===== src/rtl/lc_token_loader_if.sv =====
// Host token / lifecycle-stage bundle for lc_token_loader.
// slave = the loader, master = the host plus lifecycle stage that drive it.
interface lc_token_loader_if #(
  parameter int WORD_W = 32
);
  logic              tok_valid;
  logic [WORD_W-1:0] tok_data;
  logic              tok_ready;
  logic              tok_abort;
  logic              lc_transition_request;
  logic [511:0]      lc_identifier;
  logic              lc_done;
  logic              lc_success;
  logic [2:0]        lc_state;
  logic              resp_valid;
  logic              resp_success;
  logic              locked;

  modport slave (
    input  tok_valid, tok_data, tok_abort, lc_done, lc_success, lc_state,
    output tok_ready, lc_transition_request, lc_identifier, resp_valid,
    resp_success, locked
  );

  modport master (
    output tok_valid, tok_data, tok_abort, lc_done, lc_success, lc_state,
    input  tok_ready, lc_transition_request, lc_identifier, resp_valid,
    resp_success, locked
  );
endinterface


===== src/rtl/lc_token_loader.sv =====
// Assembles a 512-bit owner token from host words and runs it past the lifecycle stage.
// Define LC_LOCKOUT_EN to latch a lockout after MAX_FAILS failed authentications.
module lc_token_loader #(
  parameter int WORD_W    = 32,
  parameter int MAX_FAILS = 3
) (
  input  logic              clk,
  input  logic              rst_n,
  lc_token_loader_if.slave  bus
);
  localparam int NB    = 512 / WORD_W;
  localparam int IDX_W = (NB > 1) ? $clog2(NB) : 1;
  localparam logic [IDX_W-1:0] LAST_IDX = IDX_W'(NB - 1);

  if ((512 % WORD_W) != 0) begin : g_bad_word_w
    $error("WORD_W must divide 512");
  end
  if (MAX_FAILS < 1 || MAX_FAILS > 15) begin : g_bad_max_fails
    $error("MAX_FAILS must be in 1..15");
  end

  typedef enum logic [2:0] {IDLE, LOAD, REQ, RELEASE, RESP} state_e;

  state_e             state_q, state_d;
  logic [IDX_W-1:0]   idx_q, idx_d;
  logic [511:0]       ident_q, ident_d;
  logic               req_q, req_d;
  logic               rv_q, rv_d;
  logic               rs_q, rs_d;
  logic [3:0]         fail_q, fail_d;
  logic               locked_q, locked_d;
  logic               rdy_q, rdy_d;

  always_comb begin
    state_d  = state_q;
    idx_d    = idx_q;
    ident_d  = ident_q;
    req_d    = req_q;
    rv_d     = rv_q;
    rs_d     = rs_q;
    fail_d   = fail_q;
    case (state_q)
      IDLE, LOAD: begin
        // abort beats a simultaneous word
        if (bus.tok_abort) begin
          state_d = IDLE;
          idx_d   = '0;
          ident_d = '0;
        end else if (bus.tok_valid && rdy_q) begin
          ident_d[idx_q*WORD_W +: WORD_W] = bus.tok_data;
          if (idx_q == LAST_IDX) begin
            idx_d = '0;
            if (bus.lc_state == 3'b101) begin
              state_d = RESP;
              rv_d    = 1'b1;
              rs_d    = 1'b0;
            end else begin
              state_d = REQ;
              req_d   = 1'b1;
            end
          end else begin
            idx_d   = idx_q + 1'b1;
            state_d = LOAD;
          end
        end
      end
      REQ: begin
        if (bus.lc_done) begin
          req_d   = 1'b0;
          rs_d    = bus.lc_success;
          state_d = RELEASE;
          if (bus.lc_success)       fail_d = '0;
          else if (fail_q != 4'hF)  fail_d = fail_q + 1'b1;
        end
      end
      RELEASE: begin
        if (!bus.lc_done) begin
          state_d = RESP;
          rv_d    = 1'b1;
        end
      end
      RESP: begin
        rv_d    = 1'b0;
        ident_d = '0;
        state_d = IDLE;
      end
      default: state_d = IDLE;
    endcase

`ifdef LC_LOCKOUT_EN
    locked_d = locked_q | (fail_d >= 4'(MAX_FAILS));
`else
    locked_d = 1'b0;
`endif
    rdy_d = ((state_d == IDLE) || (state_d == LOAD)) && !locked_d;
  end

  always_ff @(posedge clk or negedge rst_n) begin
    if (!rst_n) begin
      state_q  <= IDLE;
      idx_q    <= '0;
      ident_q  <= '0;
      req_q    <= 1'b0;
      rv_q     <= 1'b0;
      rs_q     <= 1'b0;
      fail_q   <= '0;
      locked_q <= 1'b0;
      rdy_q    <= 1'b1;
    end else begin
      state_q  <= state_d;
      idx_q    <= idx_d;
      ident_q  <= ident_d;
      req_q    <= req_d;
      rv_q     <= rv_d;
      rs_q     <= rs_d;
      fail_q   <= fail_d;
      locked_q <= locked_d;
      rdy_q    <= rdy_d;
    end
  end

  assign bus.tok_ready             = rdy_q;
  assign bus.lc_transition_request = req_q;
  assign bus.lc_identifier         = ident_q;
  assign bus.resp_valid            = rv_q;
  assign bus.resp_success          = rs_q;
  assign bus.locked                = locked_q;
endmodule

===== src/flat_wrapper.sv =====
// flat-port wrapper written by rule: the top's interface ports become plain ports
module lc_token_loader_flat 
#(
  parameter int WORD_W    = 32,
  parameter int MAX_FAILS = 3
)
  (clk, rst_n, bus_tok_valid, bus_tok_data, bus_tok_abort, bus_lc_done, bus_lc_success, bus_lc_state, bus_tok_ready, bus_lc_transition_request, bus_lc_identifier, bus_resp_valid, bus_resp_success, bus_locked);
  lc_token_loader_if #(.WORD_W(WORD_W)) bus_i ();
  input  logic clk;
  input  logic rst_n;
  input wire logic [$bits(bus_i.tok_valid)-1:0] bus_tok_valid;
  input wire logic [$bits(bus_i.tok_data)-1:0] bus_tok_data;
  input wire logic [$bits(bus_i.tok_abort)-1:0] bus_tok_abort;
  input wire logic [$bits(bus_i.lc_done)-1:0] bus_lc_done;
  input wire logic [$bits(bus_i.lc_success)-1:0] bus_lc_success;
  input wire logic [$bits(bus_i.lc_state)-1:0] bus_lc_state;
  output wire logic [$bits(bus_i.tok_ready)-1:0] bus_tok_ready;
  output wire logic [$bits(bus_i.lc_transition_request)-1:0] bus_lc_transition_request;
  output wire logic [$bits(bus_i.lc_identifier)-1:0] bus_lc_identifier;
  output wire logic [$bits(bus_i.resp_valid)-1:0] bus_resp_valid;
  output wire logic [$bits(bus_i.resp_success)-1:0] bus_resp_success;
  output wire logic [$bits(bus_i.locked)-1:0] bus_locked;
  assign bus_i.tok_valid = bus_tok_valid;
  assign bus_i.tok_data = bus_tok_data;
  assign bus_i.tok_abort = bus_tok_abort;
  assign bus_i.lc_done = bus_lc_done;
  assign bus_i.lc_success = bus_lc_success;
  assign bus_i.lc_state = bus_lc_state;
  assign bus_tok_ready = bus_i.tok_ready;
  assign bus_lc_transition_request = bus_i.lc_transition_request;
  assign bus_lc_identifier = bus_i.lc_identifier;
  assign bus_resp_valid = bus_i.resp_valid;
  assign bus_resp_success = bus_i.resp_success;
  assign bus_locked = bus_i.locked;
  lc_token_loader #(.WORD_W(WORD_W), .MAX_FAILS(MAX_FAILS)) u_core (.clk(clk), .rst_n(rst_n), .bus(bus_i));
endmodule

===== config.mk =====
export PLATFORM = sky130hd
export DESIGN_NAME = lc_token_loader_flat
export DESIGN_NICKNAME = d
export VERILOG_FILES = /design/src/rtl/lc_token_loader_if.sv /design/src/rtl/lc_token_loader.sv /design/src/flat_wrapper.sv
export SDC_FILE = /design/constraint.sdc
export NUM_CORES = 1
export LEC_CHECK = 0
export CAP_MARGIN = 30
export CELL_PAD_IN_SITES_DETAIL_PLACEMENT = 0
export CELL_PAD_IN_SITES_GLOBAL_PLACEMENT = 1
export CORE_AREA = 2 2 220 222
export CTS_BUF_LIST = sky130_fd_sc_hd__clkbuf_2 sky130_fd_sc_hd__clkbuf_4 sky130_fd_sc_hd__clkbuf_8
export CTS_CLUSTER_DIAMETER = 60
export DETAILED_ROUTE_END_ITERATION = 10
export DIE_AREA = 0 0 222 224
export PLACE_DENSITY = 0.84
export SYNTH_ARGS = -nofsm -noshare
export SYNTH_HDL_FRONTEND = slang
export SYNTH_SLANG_ARGS = --single-unit

===== constraint.sdc =====
create_clock -name clk -period 8.97 [get_ports clk]
set_clock_uncertainty 0.05 [all_clocks]
set_input_delay 0.897 -clock clk [delete_from_list [all_inputs] [get_ports clk]]
set_output_delay 0.897 -clock clk [all_outputs]
set_load 0.03 [all_outputs]

# Word level (Yosys, flattened, before mapping)
# Cells that the tools add are included.
# W data, S select, Z words.
# op_classes
n_addsub	2
n_eq_ne	15
n_shift	2
n_mux	32
n_reduce_logical	14
# op_table
operator	n
$mux W512	2
$pmux W512 S2	1
$bwmux W512	1
$shift A32 B34 Y512 const A	1
$shiftx A32 B34 Y512	1
$neg A9 Y34	1
$mux W3	6
$reduce_and A6 Y1	3
$mux W1	15
$mux W4	3
$pmux W3 S3	1
$ne A2 B2 Y1 const B	4
$eq A3 B1 Y1 const B	2
$eq A3 B2 Y1 const B	2
$eq A3 B3 Y1 const B	2
$logic_not A3 Y1	2
$ne A2 B1 Y1 const B	3
$reduce_bool A2 Y1	3
$add A4 B1 Y4 const B	1
$eq A4 B4 Y1 const B	1
$pmux W1 S2	2
$reduce_and A2 Y1	2
$ne A3 B2 Y1 const B	1
$pmux W1 S3	1
4 further kinds	4
# word_totals
regBits	523
elab_cells	72

# Logic depth before layout (Yosys ltp)
# logic_depth
word_depth	8
mapped_depth	12
ltp_nobuf	7

# Worst setup path after synthesis
# OpenSTA, ideal clock, no wires.
# synth_timing
path_kind	flip-flop to flip-flop
start	register u_core.idx_q[0]
end	register u_core.ident_q[322], in the netlist u_core.bus.lc_identifier[322]
setup_time_ps	121
arrival_time_ps	2876
t_required_ps	8799
setup_slack_ps	5923
path_stages_with_launch	12
path_buffers	4
synth_period_minus_slack_ps	3047
cell_sequence	dfrtp_1 clkbuf_1 inv_1 ha_1 buf_2 or3b_1 clkbuf_1 nor4b_4 o2111ai_1 o31a_1 buf_2 a22o_1
# synth_between
elab_chain_len	6
word_cells_on_any_way	7
cone_classes	1 x add/sub; 2 x shift; 4 x mux
# synth_lines
element	line_no	source
start, declared	lc_token_loader.sv:25	logic [IDX_W-1:0] idx_q, idx_d;
start signal, assigned	lc_token_loader.sv:111	idx_q <= idx_d;
$neg A9 Y34 (*)	lc_token_loader.sv:50	ident_d[idx_q*WORD_W +: WORD_W] = bus.tok_data;
$shiftx A32 B34 Y512 or $shift A32 B34 Y512 (tied branches)	lc_token_loader.sv:50	
$bwmux W512 (*)	lc_token_loader.sv:50	
$mux W512 (*)	lc_token_loader.sv:49	end else if (bus.tok_valid && rdy_q) begin
$mux W512 (*)	lc_token_loader.sv:45	if (bus.tok_abort) begin
$pmux W512 S2 (*)	lc_token_loader.sv:42	case (state_q)
end signal, assigned	lc_token_loader.sv:112	ident_q <= ident_d;
end, declared	lc_token_loader.sv:26	logic [511:0] ident_q, ident_d;
# Every way passes the cells marked *; elsewhere a longest branch is shown, timed or not. The select of a mux whose other input is x is not followed.
# A chain may end at the register's enable or synchronous reset.

# Worst setup path in the final report
# layout_timing
start	register u_core.idx_q[0]
end	register u_core.ident_q[201], in the netlist u_core.bus.lc_identifier[201]
# Same word-level chain as after synthesis.

==> metrics.txt <==
gr usage total=30.08%; setup slack at placement=5077 ps; commonest cells after routing, fill and taps aside=clkdlybuf4s50_1 (555), dfrtp_1 (522), a22o_1 (353), o21ai_0 (137), nand2_1 (111); Synth-to-Final Area Change=42.92%; hold buffer count at CTS=0; Final Util=about three fifths; Adder-Cell Fraction of Synth Area=less than 1%; Synth Area in Simple Gates=between 8 and 9%; multi-input logic area=0.006236 sq mm; worst r2r dst=u_core.bus.lc_identifier[201]; PortBufs=around 560; Leak=12.50 nW; Inst Count DP=between 2000 and 3000; Antenna Nets Post-Route=0; Slew @ Worst Pin=around 1100 ps; initial antenna violation count=3; final instance area=0.02816 sq mm; DRC=0; status=finished, final reports clean; WHS=180.0 ps; worst setup path startpoint=u_core.idx_q[0]; yosys warns=0; grt total ovfl=0; Max Fclk=268.4 MHz; Wirelength per Cell=27.02 um; Max stage delay on crit path=830 ps; reg2reg path depth=8; CP max stage cell=nor2_4; crit share post-route=around two fifths; post-synthesis mux area share=0%; RSZ-0062 raised after global routing=no; FF/Latch Area=0.01309 sq mm; Synth Instances=1571; Clock transition at path regs=70 ps; root cell of the clock tree=clkbuf_8; clk buf depth=3; DR pass1 iterations=6; Core ar.=0.04735 sq mm; Nets=~2200; Post-synth EDFFs=0; post-CTS sizing=0; max-slew violations=0; Die Ht=224 um; Syn Nets=approximately 1600; Total Power=5.073 mW; CTS H-Tree Depth=3; most common cell after layout, fill and taps aside=clkdlybuf4s50_1; PD cells=between 150 and 200 mW/mm^2; Vias/cell=5.815; post-synthesis compound-gate area fraction=21.85%; main combinational cell family by area after synthesis=compound AO/OA/AOI/OAI gates; Arrival @ worst endpoint=between 4000 and 5000 ps; Core Rows=80; DR vias=16210; pin count of the biggest net entering global routing=174; final count of negative-setup-slack endpoints=0; MaxCap Viol Count=0; DRT Wirelength=75330 um; post-CTS setup buffer count=0; sequential-to-total area share from yosys stat=66.42%; xor/xnor share of the synthesized area=0.08889%; TritonCTS clock tree=built; CP cell instances=inv_1, ha_2, buf_4, and3b_1, nand4_1, o21bai_1, nor2_4, a22o_1; CTS sink count=523; R2R Setup Slk=5240 ps; Setup TNS=0 ps; min cycle time layout=roughly 3700 ps; required time of the critical path=9520 ps; Worst Path Max Fanout=49; Slew HR=26.34%; CP Class=flip-flop to flip-flop; first-pass GRT wire length=111100 um; fillcell total=3884; Avg Cell Area, Syn=12.54 sq um; ys flop type=dfrtp_1; DP HPWL=50530 um; Initial Util=41.62%; GPL Wtd Cong=0.8332; vias in the first global route=16450; die width=222 um; type of the worst min-delay path=input pin to asynchronous set/reset pin; count of cell types in the netlist=44; maximum VDD drop=0.0001508 V; clock latency on the worst-skew pair=670 ps; # IOs=558; area of the die=0.04973 sq mm; Final WS setup=5245 ps; #FFs+latches synth=523; DP Area=0.02621 sq mm; final hold vios=0; DR iter-0 viols=1457; reg-to-reg startpoint=u_core.idx_q[0]; ys async rst share=100.0%; Num CTS Buffers=just under 90; crit path to=u_core.bus.lc_identifier[201]; final non-filler cell total=2788; Synth Cell Area=between 0.015 and 0.02 sq mm; share of cells above drive strength 1=a little over a tenth; Worst setup SP type=flip-flop; Worst setup EP type=flip-flop
synthesized netlist by cell type, types with 4 or more instances:
master	instances	share of area, %
nor2b_1	38	1.2
o2111ai_1	4	0.18
o2bb2ai_1	19	0.84
nand2_1	111	2.1
nor4_1	4	0.13
inv_1	5	0.095
a22o_1	353	16
a21o_1	5	0.19
o31ai_1	13	0.50
nand3_1	83	2.1
nor2_1	13	0.25
o21ai_0	137	3.5
a21oi_1	8	0.20
nor3_1	9	0.23
nand2b_1	35	1.1
clkbuf_1	103	2.0
buf_1	40	0.76
buf_2	15	0.38
or2_2	4	0.13
ha_1	5	0.32
dfrtp_1	522	66
a31oi_1	8	0.25
flip-flops by register name, indices dropped and copies added, names as in the netlist:
signal                            flops
u_core.bus.lc_transition_request      1
u_core.state_q                        3
u_core.bus.lc_identifier            512
u_core.bus.tok_ready                  1
u_core.bus.resp_success               1
u_core.bus.resp_valid                 1
u_core.idx_q                          4
critical path: cells and delay by family, from the launching register on:
| kind | cells | cell delay [ps] |
|---|---|---|
| fa+ha+maj | 1 | 570 |
| compound gates | 2 | 590 |
| simple gates | 3 | 1150 |
| buf+inv | 2 | 590 |
| flops | 1 | 670 |
worst min path at each step:
stage                                  start                       endpoint  depth (start not counted)
2_1_floorplan                          rst_n    u_core.bus.lc_identifier[0]                          0
3_3_place_gp   u_core.bus.lc_identifier[355]  u_core.bus.lc_identifier[355]                          2
3_5_place_dp   u_core.bus.lc_identifier[112]  u_core.bus.lc_identifier[112]                          2
4_1_cts                                rst_n   u_core.bus.lc_identifier[57]                          1
5_1_grt                                rst_n   u_core.bus.lc_identifier[93]                          1
6_report                               rst_n   u_core.bus.lc_identifier[95]                          1
area by class of cell:
class,count,share of cell area [%]
clock buffers,129,5.815
clock inverters,26,1.066
flip-flops and latches,523,46.47
diodes,2,0.01777
well taps,615,2.732
multi-input cells,884,22.14
inverters,5,0.06664
repair buffers,604,21.69
power by group:
group	leakage (nW)	internal, mW	switching, mW
clock network	1.02	1.35	0.990
registers	7.30	2.37	0.00708
logic	4.19	0.0845	0.279
total	12.5	3.80	1.28
per-layer routing:
layer	track usage [%]	wire [um]	share of wire, %
met2	46.31	34880	46
met4	13.84	3227	4.3
met5	0	0	0
met3	9.772	7610	10
met1	38.86	29620	39
cell families (layout without fill, tap and decap cells):
group                      count (synthesis)  after routing
AOI/OAI and AO/OA                        560            560
DFF                                      523            523
and+or+nand+nor                          316            316
buffers and inverters                    164            764
adders and majority gates                  5              5
xor gates and xnor gates                   2              2
other                                      1              3
(Power assumes the default switching activity.)
